## src/rtl/control_sequencer_if.sv

```systemverilog
// Bus between the control sequencer and the rest of the 8-bit CPU: ring-counter
// state, memory data and flags in; PC/ring-counter controls and datapath strobes out.
interface control_sequencer_if;
    logic [14:0] t_state;
    logic [7:0]  mem_data;
    logic        zero_flag;
    logic        carry_flag;
    logic        pc_count;
    logic        pc_load;
    logic [15:0] jump_address;
    logic        pc_out;
    logic        mar_load;
    logic        addr_sel;
    logic        ram_out;
    logic        ram_write;
    logic        a_load;
    logic        a_out;
    logic        b_load;
    logic        alu_out;
    logic        alu_sub;
    logic        flags_load;
    logic        out_load;
    logic        ring_enable;
    logic [1:0]  ring_mode;
    logic [7:0]  opcode;
    logic        halted;
    logic        illegal;

    modport master (
        input  t_state, mem_data, zero_flag, carry_flag,
        output pc_count, pc_load, jump_address, pc_out, mar_load, addr_sel,
               ram_out, ram_write, a_load, a_out, b_load, alu_out, alu_sub,
               flags_load, out_load, ring_enable, ring_mode, opcode, halted, illegal
    );

    modport slave (
        output t_state, mem_data, zero_flag, carry_flag,
        input  pc_count, pc_load, jump_address, pc_out, mar_load, addr_sel,
               ram_out, ram_write, a_load, a_out, b_load, alu_out, alu_sub,
               flags_load, out_load, ring_enable, ring_mode, opcode, halted, illegal
    );
endinterface

```

## src/rtl/control_sequencer.sv

```systemverilog
// Instruction/operand registers plus the T-state x opcode micro-op decoder that
// drives the PC, ring counter and datapath strobes of the 8-bit CPU.
module control_sequencer (
    input  logic                 clk,
    input  logic                 clear,
    control_sequencer_if.master  bus
);
    localparam logic [7:0] OP_NOP = 8'h00;
    localparam logic [7:0] OP_LDA = 8'h10;
    localparam logic [7:0] OP_ADD = 8'h20;
    localparam logic [7:0] OP_SUB = 8'h30;
    localparam logic [7:0] OP_STA = 8'h40;
    localparam logic [7:0] OP_LDI = 8'h50;
    localparam logic [7:0] OP_JMP = 8'h60;
    localparam logic [7:0] OP_JZ  = 8'h70;
    localparam logic [7:0] OP_JC  = 8'h71;
    localparam logic [7:0] OP_OUT = 8'hE0;
    localparam logic [7:0] OP_HLT = 8'hF0;

    localparam logic [1:0] MODE_6  = 2'b00;
    localparam logic [1:0] MODE_10 = 2'b01;
    localparam logic [1:0] MODE_15 = 2'b10;

    logic [7:0] opcode_q, opcode_d;
    logic [7:0] opr_lo_q, opr_lo_d;
    logic [7:0] opr_hi_q, opr_hi_d;
    logic       halted_q, halted_d;
    logic [1:0] ring_mode_q, ring_mode_d;
    logic       illegal_q, illegal_d;

    logic [14:0] t_s;
    logic        onehot_s;
    logic        active_s;
    logic        addr16_s;

    function automatic logic [1:0] mode_of(input logic [7:0] op);
        case (op)
            OP_LDA, OP_ADD, OP_SUB, OP_STA: mode_of = MODE_15;
            OP_LDI, OP_JMP, OP_JZ, OP_JC:   mode_of = MODE_10;
            default:                        mode_of = MODE_6;
        endcase
    endfunction

    function automatic logic is_defined(input logic [7:0] op);
        case (op)
            OP_NOP, OP_LDA, OP_ADD, OP_SUB, OP_STA, OP_LDI,
            OP_JMP, OP_JZ, OP_JC, OP_OUT, OP_HLT: is_defined = 1'b1;
            default:                              is_defined = 1'b0;
        endcase
    endfunction

    assign t_s      = bus.t_state;
    assign onehot_s = (t_s != 15'd0) && ((t_s & (t_s - 15'd1)) == 15'd0);
    assign active_s = onehot_s && !halted_q;
    assign addr16_s = (opcode_q == OP_LDA) || (opcode_q == OP_ADD) || (opcode_q == OP_SUB) ||
                      (opcode_q == OP_STA) || (opcode_q == OP_JMP) || (opcode_q == OP_JZ) ||
                      (opcode_q == OP_JC);

    // Next-state for the instruction, operand, mode, halt and illegal registers.
    always_comb begin
        opcode_d    = opcode_q;
        opr_lo_d    = opr_lo_q;
        opr_hi_d    = opr_hi_q;
        halted_d    = halted_q;
        ring_mode_d = ring_mode_q;
        illegal_d   = 1'b0;
        if (active_s) begin
            if (t_s[1]) begin
                opcode_d = bus.mem_data;
            end else if (t_s[2]) begin
                ring_mode_d = mode_of(opcode_q);
                illegal_d   = !is_defined(opcode_q);
                halted_d    = (opcode_q == OP_HLT);
            end else if (t_s[3] && addr16_s) begin
                opr_lo_d = bus.mem_data;
            end else if (t_s[5] && addr16_s) begin
                opr_hi_d = bus.mem_data;
            end else begin
                opcode_d = opcode_q;
            end
        end else begin
            illegal_d = 1'b0;
        end
    end

    // State registers with synchronous clear.
    always_ff @(posedge clk) begin
        if (clear) begin
            opcode_q    <= 8'h00;
            opr_lo_q    <= 8'h00;
            opr_hi_q    <= 8'h00;
            halted_q    <= 1'b0;
            ring_mode_q <= 2'b00;
            illegal_q   <= 1'b0;
        end else begin
            opcode_q    <= opcode_d;
            opr_lo_q    <= opr_lo_d;
            opr_hi_q    <= opr_hi_d;
            halted_q    <= halted_d;
            ring_mode_q <= ring_mode_d;
            illegal_q   <= illegal_d;
        end
    end

    // Micro-op decode: fetch in T0/T1, operand fetch T2..T5, execute afterwards.
    always_comb begin
        bus.pc_count   = 1'b0;
        bus.pc_load    = 1'b0;
        bus.pc_out     = 1'b0;
        bus.mar_load   = 1'b0;
        bus.addr_sel   = 1'b0;
        bus.ram_out    = 1'b0;
        bus.ram_write  = 1'b0;
        bus.a_load     = 1'b0;
        bus.a_out      = 1'b0;
        bus.b_load     = 1'b0;
        bus.alu_out    = 1'b0;
        bus.alu_sub    = 1'b0;
        bus.flags_load = 1'b0;
        bus.out_load   = 1'b0;
        if (!active_s) begin
            bus.pc_count = 1'b0;
        end else if (t_s[0]) begin
            bus.pc_out   = 1'b1;
            bus.mar_load = 1'b1;
        end else if (t_s[1]) begin
            bus.ram_out  = 1'b1;
            bus.pc_count = 1'b1;
        end else if (addr16_s && (t_s[2] || t_s[4])) begin
            bus.pc_out   = 1'b1;
            bus.mar_load = 1'b1;
        end else if (addr16_s && (t_s[3] || t_s[5])) begin
            bus.ram_out  = 1'b1;
            bus.pc_count = 1'b1;
        end else begin
            case (opcode_q)
                OP_LDA, OP_ADD, OP_SUB, OP_STA: begin
                    if (t_s[6]) begin
                        bus.addr_sel = 1'b1;
                        bus.mar_load = 1'b1;
                    end else if (t_s[7]) begin
                        bus.ram_out   = (opcode_q != OP_STA);
                        bus.a_load    = (opcode_q == OP_LDA);
                        bus.b_load    = (opcode_q == OP_ADD) || (opcode_q == OP_SUB);
                        bus.a_out     = (opcode_q == OP_STA);
                        bus.ram_write = (opcode_q == OP_STA);
                    end else if (t_s[8] && (opcode_q != OP_LDA) && (opcode_q != OP_STA)) begin
                        bus.alu_out    = 1'b1;
                        bus.a_load     = 1'b1;
                        bus.flags_load = 1'b1;
                        bus.alu_sub    = (opcode_q == OP_SUB);
                    end else begin
                        bus.alu_out = 1'b0;
                    end
                end
                OP_LDI: begin
                    if (t_s[2]) begin
                        bus.pc_out   = 1'b1;
                        bus.mar_load = 1'b1;
                    end else if (t_s[3]) begin
                        bus.ram_out  = 1'b1;
                        bus.a_load   = 1'b1;
                        bus.pc_count = 1'b1;
                    end else begin
                        bus.a_load = 1'b0;
                    end
                end
                OP_JMP: bus.pc_load = t_s[6];
                OP_JZ:  bus.pc_load = t_s[6] && bus.zero_flag;
                OP_JC:  bus.pc_load = t_s[6] && bus.carry_flag;
                OP_OUT: begin
                    bus.a_out    = t_s[2];
                    bus.out_load = t_s[2];
                end
                default: bus.pc_load = 1'b0;
            endcase
        end
    end

    assign bus.ring_enable  = !halted_q && !(t_s[2] && (opcode_q == OP_HLT));
    assign bus.jump_address = {opr_hi_q, opr_lo_q};
    assign bus.ring_mode    = ring_mode_q;
    assign bus.opcode       = opcode_q;
    assign bus.halted       = halted_q;
    assign bus.illegal      = illegal_q;
endmodule

```

## src/flat_wrapper.sv

```systemverilog
// flat-port wrapper written by rule: the top's interface ports become plain ports
module control_sequencer_flat 
  (clk, clear, bus_t_state, bus_mem_data, bus_zero_flag, bus_carry_flag, bus_pc_count, bus_pc_load, bus_jump_address, bus_pc_out, bus_mar_load, bus_addr_sel, bus_ram_out, bus_ram_write, bus_a_load, bus_a_out, bus_b_load, bus_alu_out, bus_alu_sub, bus_flags_load, bus_out_load, bus_ring_enable, bus_ring_mode, bus_opcode, bus_halted, bus_illegal);
  control_sequencer_if bus_i ();
  input  logic clk;
  input  logic clear;
  input wire logic [$bits(bus_i.t_state)-1:0] bus_t_state;
  input wire logic [$bits(bus_i.mem_data)-1:0] bus_mem_data;
  input wire logic [$bits(bus_i.zero_flag)-1:0] bus_zero_flag;
  input wire logic [$bits(bus_i.carry_flag)-1:0] bus_carry_flag;
  output wire logic [$bits(bus_i.pc_count)-1:0] bus_pc_count;
  output wire logic [$bits(bus_i.pc_load)-1:0] bus_pc_load;
  output wire logic [$bits(bus_i.jump_address)-1:0] bus_jump_address;
  output wire logic [$bits(bus_i.pc_out)-1:0] bus_pc_out;
  output wire logic [$bits(bus_i.mar_load)-1:0] bus_mar_load;
  output wire logic [$bits(bus_i.addr_sel)-1:0] bus_addr_sel;
  output wire logic [$bits(bus_i.ram_out)-1:0] bus_ram_out;
  output wire logic [$bits(bus_i.ram_write)-1:0] bus_ram_write;
  output wire logic [$bits(bus_i.a_load)-1:0] bus_a_load;
  output wire logic [$bits(bus_i.a_out)-1:0] bus_a_out;
  output wire logic [$bits(bus_i.b_load)-1:0] bus_b_load;
  output wire logic [$bits(bus_i.alu_out)-1:0] bus_alu_out;
  output wire logic [$bits(bus_i.alu_sub)-1:0] bus_alu_sub;
  output wire logic [$bits(bus_i.flags_load)-1:0] bus_flags_load;
  output wire logic [$bits(bus_i.out_load)-1:0] bus_out_load;
  output wire logic [$bits(bus_i.ring_enable)-1:0] bus_ring_enable;
  output wire logic [$bits(bus_i.ring_mode)-1:0] bus_ring_mode;
  output wire logic [$bits(bus_i.opcode)-1:0] bus_opcode;
  output wire logic [$bits(bus_i.halted)-1:0] bus_halted;
  output wire logic [$bits(bus_i.illegal)-1:0] bus_illegal;
  assign bus_i.t_state = bus_t_state;
  assign bus_i.mem_data = bus_mem_data;
  assign bus_i.zero_flag = bus_zero_flag;
  assign bus_i.carry_flag = bus_carry_flag;
  assign bus_pc_count = bus_i.pc_count;
  assign bus_pc_load = bus_i.pc_load;
  assign bus_jump_address = bus_i.jump_address;
  assign bus_pc_out = bus_i.pc_out;
  assign bus_mar_load = bus_i.mar_load;
  assign bus_addr_sel = bus_i.addr_sel;
  assign bus_ram_out = bus_i.ram_out;
  assign bus_ram_write = bus_i.ram_write;
  assign bus_a_load = bus_i.a_load;
  assign bus_a_out = bus_i.a_out;
  assign bus_b_load = bus_i.b_load;
  assign bus_alu_out = bus_i.alu_out;
  assign bus_alu_sub = bus_i.alu_sub;
  assign bus_flags_load = bus_i.flags_load;
  assign bus_out_load = bus_i.out_load;
  assign bus_ring_enable = bus_i.ring_enable;
  assign bus_ring_mode = bus_i.ring_mode;
  assign bus_opcode = bus_i.opcode;
  assign bus_halted = bus_i.halted;
  assign bus_illegal = bus_i.illegal;
  control_sequencer u_core (.clk(clk), .clear(clear), .bus(bus_i));
endmodule
```

## config.mk

```make
export PLATFORM = sky130hd
export DESIGN_NAME = control_sequencer_flat
export DESIGN_NICKNAME = d
export VERILOG_FILES = /design/src/rtl/control_sequencer_if.sv /design/src/rtl/control_sequencer.sv /design/src/flat_wrapper.sv
export SDC_FILE = /design/constraint.sdc
export NUM_CORES = 1
export LEC_CHECK = 0
export ABC_CLOCK_PERIOD_IN_PS = 2490
export BUFFER_PORTS_ARGS = -buffer_cell sky130_fd_sc_hd__buf_4
export CAP_MARGIN = 20
export CELL_PAD_IN_SITES_DETAIL_PLACEMENT = 0
export CELL_PAD_IN_SITES_GLOBAL_PLACEMENT = 1
export CORE_MARGIN = 2
export CORE_UTILIZATION = 35
export DETAILED_ROUTE_END_ITERATION = 8
export HOLD_SLACK_MARGIN = 0.06
export PLACE_DENSITY_LB_ADDON = 0.1
export SLEW_MARGIN = 20
export SYNTH_ARGS = -nofsm -noshare
export SYNTH_HDL_FRONTEND = slang
export SYNTH_SLANG_ARGS = --single-unit
```

## constraint.sdc

```tcl
create_clock -name clk -period 2.49 [get_ports clk]
set_input_delay 0.249 -clock clk [delete_from_list [all_inputs] [get_ports clk]]
set_output_delay 0.249 -clock clk [all_outputs]
set_load 0.005 [all_outputs]
```

==> impl_metrics.ini, run 1 <==
[clock_tree]
clock_latency_ps = 260
cts-htree-levels = 1
postCtsHoldBufs = 0
cts_max_path_buffers = 2
cts_buffers = 3
cts_root_buf = clkbuf_8
clock-sinks = 28
clk_pin_slew_ps = 90
cts_tree = yes

[global_routing]
grt_util_met1 = 0.243
grt_use_met2 = 0.311
grt_pass1_wl_mm = 9.18
grt_usage = 0.184
antenna_found_initial = 0
grt.overflow.total = 0
grt-busiest-layer = met2
grt_max_degree = 37
grt_use_met3 = 0.0267
first_global_vias = 1921

[sta]
fin_crit_ps = 2420
fin_skew_ps = 2.60
finalMaxSlewViolations = 0
finalHoldViolations = 0
finalSetupViolations = 0
rsz0062_at_grt = true
slew-limit-headroom = 0.462
period_share = 0.971
worst_pin_slew_ps = 807
max_freq_ghz = 0.413

[pwr]
p_total_w = 0.000857
leakage_nw = 1.25
ir_drop_v = 0.000399
p_per_area_nw_per_um2 = 304

[critical_path]
cp_top_family = simple AND/OR/NAND/NOR gates
worstPathMaxFanout = 2
start_kind = flop
cp_slowest_cell = or3b_4
worstPathArrival_ps = 2170
criticalPathCategory = flop to output port
r2r-start = u_core.bus.opcode[1]$_SDFFE_PP0P_
cp.depth = 7
crit_required_ps = 2240
cpPeakStageDelay_ps = 430
r2r-end = u_core.opr_lo_q[4]$_SDFFE_PP0P_
worst-r2r-setup-slack_ps = 290
ff2ff_path_depth = 6
cp-end-kind = output port
path_buf_inv = 1
path_cells = nor4_4 > or3b_4 > o31ai_4 > a22oi_2 > or2_4 > a211oi_2 > buf_4

[cells_and_area]
fin_nets = 344
instances_no_fill = 386
n_fill_cell = 524
drive_above_1_share = 0.411
layout_commonest_cell = buf_4
mostFrequentLayoutCells = 99 x buf_4, 32 x nand2b_1, 25 x mux2i_1, 25 x dfxtp_1, 12 x nor2_1
area_delta_synth_final_pct = 49.6
n_antenna_cell = 0

[drt]
vias = 2033
ant_nets = 0
wl_per_cell_um = 14.6
dr.pass1.iters = 4
wl_mm = 5.62
drc = 0
viasPerCell = 5.27
drt_iter0_markers = 96

[placement]
portBuffers = 69
place_inst = 381
hpwl_mm = 4.40
gp_congestion = 0.849

[synth]
synth_edf_count = 0
ys_async_sr_fraction = 0
synth_area_per_cell_um2 = 8.38
synth-main-ff-cell = dfxtp_1
syn_inst = 225
yosysUniqueCellTypes = 52
synth_nets = 252
ys_ff_latch = 28
syn_area_um2 = 1890
ys_warn_count = 0
yosysSeqAreaShare = 0.297

[min_path]
hp-class = input pin to flop
hold_depth = 3
min_from = bus_mem_data[0]
min_to = u_core.bus.opcode[0]$_SDFFE_PP0P_

[outcome]
status = finished, final reports clean

[floorplan]
start_util = 0.367
core_um2 = 5140
boundaryPins = 70
num_rows = 26
fp.dieH_um = 77.4
die-width_um = 77.4
die-area_um2 = 5990

[run]
max_cap_violations = 0
-- metal layers --
layer,share of wire,vias to the layer above
li1,-,1019
met1,0.45,938
met2,0.48,70
met3,0.056,6
met4,0.013,0
met5,0,-
-- worst register-to-register path: stages, from the launching register on --
cell     delay, ps
dfxtp_2        350
or4_4          560
or2_1          310
or3_4          390
nor3_4         170
buf_12         170
mux2i_1        180
-- worst max-delay path by stage --
stage / start / endpoint / slack (ps)
4_1_cts: bus_t_state[5] / bus_pc_load / 4
6_report: u_core.bus.opcode[0]$_SDFFE_PP0P_ / bus_ram_out / 70
3_5_place_dp: bus_t_state[5] / bus_pc_load / 5
2_1_floorplan: u_core.bus.opcode[0]$_SDFFE_PP0P_ / bus_ram_out / 130
5_1_grt: u_core.bus.opcode[1]$_SDFFE_PP0P_ / bus_ram_out / -80
3_3_place_gp: bus_t_state[5] / bus_pc_load / -1
-- flip-flops by register name, indices dropped and copies added (netlist names) --
| name | cells |
|---|---|
| u_core.opr_hi_q | 8 |
| u_core.bus.halted | 1 |
| u_core.bus.ring_mode | 2 |
| u_core.bus.opcode | 8 |
| u_core.bus.illegal | 1 |
| u_core.opr_lo_q | 8 |
-- power by group --
| group | internal, W | switching (W) | total [W] |
|---|---|---|---|
| clock | 0.000141 | 0.000133 | 0.000274 |
| combinational | 0.0000673 | 0.0000700 | 0.000137 |
| sequential | 0.000446 | 0.0000000117 | 0.000446 |
| total | 0.000655 | 0.000203 | 0.000857 |
-- synth_stat cells, types with 5 or more instances --
cell | instances | share of area
nor2_1 | 12 | 0.024
nor3_1 | 13 | 0.035
clkbuf_1 | 9 | 0.018
nand3_1 | 5 | 0.013
inv_1 | 7 | 0.014
and3_1 | 5 | 0.017
mux2i_1 | 25 | 0.13
a21oi_1 | 9 | 0.024
nor4_1 | 9 | 0.030
nand4_1 | 8 | 0.027
nand2b_1 | 32 | 0.11
dfxtp_1 | 28 | 0.30
-- logic make-up (layout without fill, tap and decap cells) --
logic type / after synthesis / count (layout) / share of synthesized area
multiplexers: 25 / 25 / 0.133
AND/OR/NAND/NOR: 116 / 116 / 0.392
AO/OA/AOI/OAI: 34 / 34 / 0.125
flip-flops: 28 / 28 / 0.297
buffers and inverters: 20 / 111 / 0.0431
XOR/XNOR: 1 / 1 / 0.00465
adder cells (fa/ha/maj): 1 / 1 / 0.00531
-- layout make-up --
cell class,count,area [um^2],area share
multi-input combinational,177,1320,0.469
timing repair buffer,100,763,0.271
sequential,28,567,0.201
tap,70,87.6,0.0311
clock buffer,4,55.1,0.0195
inverter,7,26.3,0.00932
-- timing repair --
| action | in CTS | in global routing |
|---|---|---|
| setup endpoints to repair | 2 | 8 |
| pin swaps | 4 | 3 |
| gates resized for setup | 15 | 4 |
| setup buffers | 1 | 0 |
-- stage by stage --
stage | setup WS (ps) | utilization | cell area (um^2) | TNS (ps) | hold WS [ps]
floorplan | 129 | - | 1890 | 0 | 448
global placement | -1.21 | 0.520 | 2670 | -1.21 | 461
detailed placement | 5.30 | 0.520 | 2670 | 0 | 465
CTS | 4.47 | 0.545 | 2800 | 0 | 291
global route | -83.5 | 0.549 | 2820 | -83.5 | 303
finish | 71.3 | 0.549 | 2820 | 0 | 284
Power figures use the tool's default switching activity.
==> run 2, diff against run 1 <==
--- a/config.mk
+++ b/config.mk
@@ -5,15 +5,15 @@
 export SDC_FILE = /design/constraint.sdc
 export NUM_CORES = 1
 export LEC_CHECK = 0
+export ABC_AREA = 1
 export ABC_CLOCK_PERIOD_IN_PS = 2490
 export BUFFER_PORTS_ARGS = -buffer_cell sky130_fd_sc_hd__buf_4
 export CAP_MARGIN = 20
 export CELL_PAD_IN_SITES_DETAIL_PLACEMENT = 0
 export CELL_PAD_IN_SITES_GLOBAL_PLACEMENT = 1
 export CORE_MARGIN = 2
-export CORE_UTILIZATION = 35
+export CORE_UTILIZATION = 32
 export DETAILED_ROUTE_END_ITERATION = 8
-export HOLD_SLACK_MARGIN = 0.06
 export PLACE_DENSITY_LB_ADDON = 0.1
 export SLEW_MARGIN = 20
 export SYNTH_ARGS = -nofsm -noshare
==> run 2 against run 1 <==
Net effect:
- synthesized cell count up 52%
- flip-flop and latch count unchanged
- critical path depth up 2
- design area down 5.6%
- clock skew up 7.3 ps
- worst setup slack better by 93 ps
- via count up 13%
- sequential power about the same
- global-route usage down 0.47 points
- critical path type unchanged
==> impl_metrics.ini, run 2 <==
[sta]
finalHoldViolations = 0
worst_pin_slew_ps = 483
finalSetupViolations = 0
fin_crit_ps = 2330
slew-limit-headroom = 0.677
rsz0062_at_grt = true
fin_skew_ps = 9.86
fin_setup_tns_ps = 0
finalMaxSlewViolations = 0
period_share = 0.934
max_freq_ghz = 0.430

[drt]
wl_per_cell_um = 12.4
drt_iter0_markers = 110
vias = 2306
ant_nets = 0
viasPerCell = 4.74
wl_mm = 6.02
drc = 0
dr.pass1.iters = 4

[synth]
ys_ff_latch = 28
syn_area_um2 = 1950
synth_top_area_share = 0.287
synth.area.top_cells = dfxtp_1 29%, nor2_1 18%, nand2_1 15%
synth_edf_count = 0
yosysUniqueCellTypes = 25
yosysSeqAreaShare = 0.287
synth_area_per_cell_um2 = 5.71
ys_async_sr_fraction = 0
yosys.area.top_type = dfxtp_1
synth-main-ff-cell = dfxtp_1
synth.most_common_cell = nor2_1
synth_nets = 369
synth_commonest_cells = 93 x nor2_1, 76 x nand2_1, 46 x inv_1
ys_warn_count = 0
syn_inst = 342

[floorplan]
die-width_um = 82.1
num_rows = 28
start_util = 0.330
core_um2 = 5920
die-area_um2 = 6740
fp.dieH_um = 82.1
boundaryPins = 70

[pwr]
ir_drop_v = 0.000297
p_per_area_nw_per_um2 = 350
leakage_nw = 1.36

[global_routing]
first_global_vias = 2066
grt_pass1_wl_mm = 9.52
grt_max_degree = 29
grt.overflow.total = 0
antenna_found_initial = 0
grt_usage = 0.179

[clock_tree]
cts_tree = yes
cts_max_path_buffers = 2
cts-htree-levels = 1
clk_pin_slew_ps = 100
cts_root_buf = clkbuf_8
clock_latency_ps = 280
clock-sinks = 28
cts_buffers = 3
postCtsHoldBufs = 0

[cells_and_area]
final_util = 0.450
drive_above_1_share = 0.250
instances_no_fill = 487
layout_commonest_cell = nor2_1
mostFrequentLayoutCells = 89 x nor2_1, 74 x nand2_1, 72 x buf_4
n_fill_cell = 663
fin_nets = 440
n_antenna_cell = 0
area_delta_synth_final_pct = 36.4

[critical_path]
cp_top_family = simple AND/OR/NAND/NOR gates
path_cells = nor2_1 > nand2_1 > nor2_2 > a21oi_4 > nand3_2 > a21oi_1 > nand2_2 > nor3_1 > buf_4
cp.depth = 9
worstPathArrival_ps = 2080
path_buf_inv = 1
cp_slowest_cell = dfxtp_1
cpPeakStageDelay_ps = 490
start_kind = flop
worstPathMaxFanout = 7
ff2ff_path_depth = 11
criticalPathCategory = flop to output port
cp-end-kind = output port
crit_required_ps = 2240

[placement]
hpwl_mm = 4.80
place_inst = 482
gp_congestion = 0.871
portBuffers = 69

[outcome]
status = finished, final reports clean

[min_path]
hp-class = input pin to flop
hold_depth = 5

[run]
max_cap_violations = 0
## run 2: stage by stage
stage	area (um^2)	power, W	worst slack [ps]	hold slack (ps)
after global placement	2540	0.000575	173	467
after global routing	2660	0.000964	-22.4	334
after CTS	2620	0.000937	4.40	320
after detailed placement	2540	0.000573	170	478
final	2660	0.000931	164	321
after floorplan	1950	0.000514	684	434
## run 2: tightest hold or removal path: cells and delay by family
kind                   cells  cell delay (ps)
buffers and inverters      2              140
AND/OR/NAND/NOR            3              200
## run 2: area by class of cell
cell class	instances	area (um^2)	area share
multi-input combinational	260	1210	0.456
sequential	28	563	0.211
timing repair buffer	72	541	0.203
inverter	48	180	0.0677
tap	75	93.8	0.0352
clock buffer	3	41.3	0.0155
clock inverter	1	30.0	0.0113
## run 2: layer usage
| layer | GRT usage | vias to the layer above | routed length [um] |
|---|---|---|---|
| met3 | 0.0315 | 6 | 267 |
| met5 | 0 | - | 0 |
| met4 | 0.0267 | 0 | 42 |
| met2 | 0.279 | 53 | 2680 |
| li1 | - | 1213 | - |
| met1 | 0.264 | 1034 | 3030 |
## run 2: power breakdown
group	total [W]	switching, W	leakage (nW)	internal (W)
logic	0.000117	0.0000716	1.10	0.0000452
registers	0.000447	0.0000000262	0.226	0.000447
clock network	0.000367	0.000151	0.0357	0.000216
total	0.000931	0.000223	1.36	0.000708
## run 2: final timing paths
kind	startpoint	to	slack, ps
min reg2reg	u_core.opr_lo_q[2]$_SDFFE_PP0P_	u_core.opr_lo_q[2]$_SDFFE_PP0P_	490
max reg2reg	u_core.bus.opcode[6]$_SDFFE_PP0P_	u_core.opr_lo_q[0]$_SDFFE_PP0P_	570
max	u_core.bus.opcode[4]$_SDFFE_PP0P_	bus_pc_load	160
min	bus_mem_data[6]	u_core.opr_lo_q[6]$_SDFFE_PP0P_	320
## run 2: cell families (layout without fill, tap and decap cells)
| kind of cell | after synthesis | in the layout | share of synthesized area |
|---|---|---|---|
| AO/OA/AOI/OAI | 17 | 17 | 0.0500 |
| flip-flops | 28 | 28 | 0.287 |
| buffers and inverters | 54 | 124 | 0.110 |
| AND/OR/NAND/NOR | 243 | 243 | 0.553 |
## run 2: what timing repair did
action	in CTS	in global routing
gates resized for setup	0	13
endpoints found under the setup margin	0	14
buffers inserted	0	1
==> run 3, diff against run 2 <==
--- a/config.mk
+++ b/config.mk
@@ -6,15 +6,16 @@
 export NUM_CORES = 1
 export LEC_CHECK = 0
 export ABC_AREA = 1
-export ABC_CLOCK_PERIOD_IN_PS = 2490
+export ABC_CLOCK_PERIOD_IN_PS = 2000
 export BUFFER_PORTS_ARGS = -buffer_cell sky130_fd_sc_hd__buf_4
 export CAP_MARGIN = 20
 export CELL_PAD_IN_SITES_DETAIL_PLACEMENT = 0
 export CELL_PAD_IN_SITES_GLOBAL_PLACEMENT = 1
 export CORE_MARGIN = 2
-export CORE_UTILIZATION = 32
+export CORE_UTILIZATION = 29
 export DETAILED_ROUTE_END_ITERATION = 8
 export PLACE_DENSITY_LB_ADDON = 0.1
+export SETUP_SLACK_MARGIN = 0.2
 export SLEW_MARGIN = 20
 export SYNTH_ARGS = -nofsm -noshare
 export SYNTH_HDL_FRONTEND = slang
==> constraint.sdc (replaced) <==
create_clock -name clk -period 2 [get_ports clk]
set_input_delay 0.2 -clock clk [delete_from_list [all_inputs] [get_ports clk]]
set_output_delay 0.2 -clock clk [all_outputs]
set_load 0.005 [all_outputs]
==> run 3 against run 2 <==
Net effect:
- the flow now finishes with violations (setup timing)
- design area up 33%
- sequential share of layout area is 4.7 points lower
- worst setup slack got worse by 210 ps
- clock power up 24%
- critical path type unchanged
- combinational power rose by 62%
==> impl_metrics.ini, run 3 (synthesis gave the netlist of run 2 again) <==
[outcome]
status = complete, but fails checks
violations = setup timing

[clock_tree]
cts_max_path_buffers = 2
postCtsHoldBufs = 0
clock-sinks = 28
cts_tree = yes
cts_root_buf = clkbuf_8
clk_pin_slew_ps = 100
cts_buffers = 3
clock_latency_ps = 280
cts-htree-levels = 1

[pwr]
power.share.sequential = 0.461
swShare = 0.251
leakage_nw = 1.71
combPwrFrac = 0.158
p_per_area_nw_per_um2 = 338
clock_power_share = 0.380
p_int_w = 0.000895
switchingPower_w = 0.000301
ir_drop_v = 0.000384

[critical_path]
ff2ff_path_depth = 11
worstPathArrival_ps = 1840
start_kind = flop
criticalPathCategory = flop to output port
path_cells = or2_4 > nor2_4 > nand2_4 > nand3_4 > o21ai_2 > o21ai_1 > nand3_4 > nand2_2 > buf_6
cpMostUsedCell = nand3_4
path_buf_inv = 1
crit_required_ps = 1800
cp-end-kind = output port
cp_top_family = simple AND/OR/NAND/NOR gates
cp.depth = 9
cpPeakStageDelay_ps = 370
worstPathMaxFanout = 4
cp_slowest_cell = dfxtp_4

[drt]
viasPerCell = 4.74
wl_per_cell_um = 13.0
wl_mm = 6.96
ant_nets = 0
wl_met1_mm = 3.10
vias = 2537
drt_iter0_markers = 67
drc = 0
wl_met3_um = 321
routed.top_layer = met4
dr.pass1.iters = 4
wl_met2_mm = 3.48

[sta]
period_share = 1.02
worst_hold_slack_ps = 290
fin_setup_tns_ps = -181
max_freq_ghz = 0.489
fin_skew_ps = 3.84
setup_slack_ps = -44.6
rsz0062_at_grt = true
finalHoldViolations = 0
fin_crit_ps = 2040
finalSetupViolations = 10
finalMaxSlewViolations = 0
slew-limit-headroom = 0.669
worst_pin_slew_ps = 496

[cells_and_area]
n_fill_cell = 633
fin_nets = 486
drive_above_1_share = 0.511
mostFrequentLayoutCells = 101 x buf_4, 72 x nor2_1, 61 x nand2_1
regArea_um2 = 582
multi_input_area_um2 = 1610
n_antenna_cell = 0
area_delta_synth_final_pct = 81.2
layout_commonest_cell = buf_4

[placement]
hpwl_mm = 4.98
portBuffers = 69
gp_congestion = 0.827

[global_routing]
antenna_found_initial = 0
grt_pass1_wl_mm = 10.5
grt_usage = 0.175
first_global_vias = 2310
grt.overflow.total = 0
grt_max_degree = 29

[floorplan]
start_util = 0.304
boundaryPins = 70
num_rows = 29
die-width_um = 86.0
fp.dieH_um = 86.0
die-area_um2 = 7400
core_um2 = 6420

[min_path]
hp-class = input pin to flop
hold_depth = 5

[run]
max_cap_violations = 0
-- run 3: cell count changes in the layout (fill, tap and decap cells not counted), sizes merged --
| cell | change |
|---|---|
| buf | +44 |
| clkbuf | +2 |
-- run 3: worst paths after layout --
path	start	to	slack (ps)
max	u_core.bus.opcode[6]$_SDFFE_PP0P_	bus_pc_out	-40
max reg2reg	u_core.bus.opcode[6]$_SDFFE_PP0P_	u_core.opr_hi_q[0]$_SDFFE_PP0P_	10
min reg2reg	u_core.opr_hi_q[3]$_SDFFE_PP0P_	u_core.opr_hi_q[3]$_SDFFE_PP0P_	490
min	bus_mem_data[3]	u_core.opr_hi_q[3]$_SDFFE_PP0P_	290
-- run 3: area by class of cell --
type | count | area share
clock buffers | 3 | 0.0117
flip-flops and latches | 28 | 0.165
repair buffers | 118 | 0.279
inverters | 48 | 0.0531
well taps | 77 | 0.0272
multi-input cells | 260 | 0.456
clock inverters | 1 | 0.00849
-- run 3: worst min-delay path, cell delays in order --
cell and delay (ps):
buf_4 80, inv_1 70, nand3_2 70, nand2_1 40, nor2_1 90
-- run 3: repair_timing --
item,CTS,global route
resized for setup,69,77
endpoints found under the hold margin,0,0
pin swaps,21,46
buffers inserted,17,5
gates cloned,0,3
endpoints found under the setup margin,31,42
-- run 3: metrics by stage --
| stage | worst slack, ps | utilization | area, um^2 | cells | total power, W |
|---|---|---|---|---|---|
| 6_report | -44.6 | 0.551 | 3540 | 535 | 0.00120 |
| 5_1_grt | -170 | 0.551 | 3540 | 535 | 0.00125 |
| 4_1_cts | -28.1 | 0.491 | 3150 | 527 | 0.00119 |
| 3_5_place_dp | -154 | 0.424 | 2730 | 506 | 0.000728 |
| 3_3_place_gp | -121 | 0.424 | 2730 | 506 | 0.000729 |
| 2_1_floorplan | 243 | - | 1950 | 342 | 0.000641 |
-- run 3: per-layer routing --
layer  vias to the layer above  global-route usage
met5                         -                   0
met4                         0              0.0462
met3                         5              0.0231
met2                        58               0.302
met1                      1173               0.228
li1                       1301                   -
-- run 3: power groups by stage --
| stage | combinational, W | clock (W) | sequential [W] |
|---|---|---|---|
| floorplan | 0.0000704 | 0 | 0.000570 |
| global placement | 0.000159 | 0 | 0.000570 |
| detailed placement | 0.000158 | 0 | 0.000570 |
| CTS | 0.000172 | 0.000462 | 0.000554 |
| global route | 0.000208 | 0.000487 | 0.000552 |
| finish | 0.000189 | 0.000455 | 0.000552 |
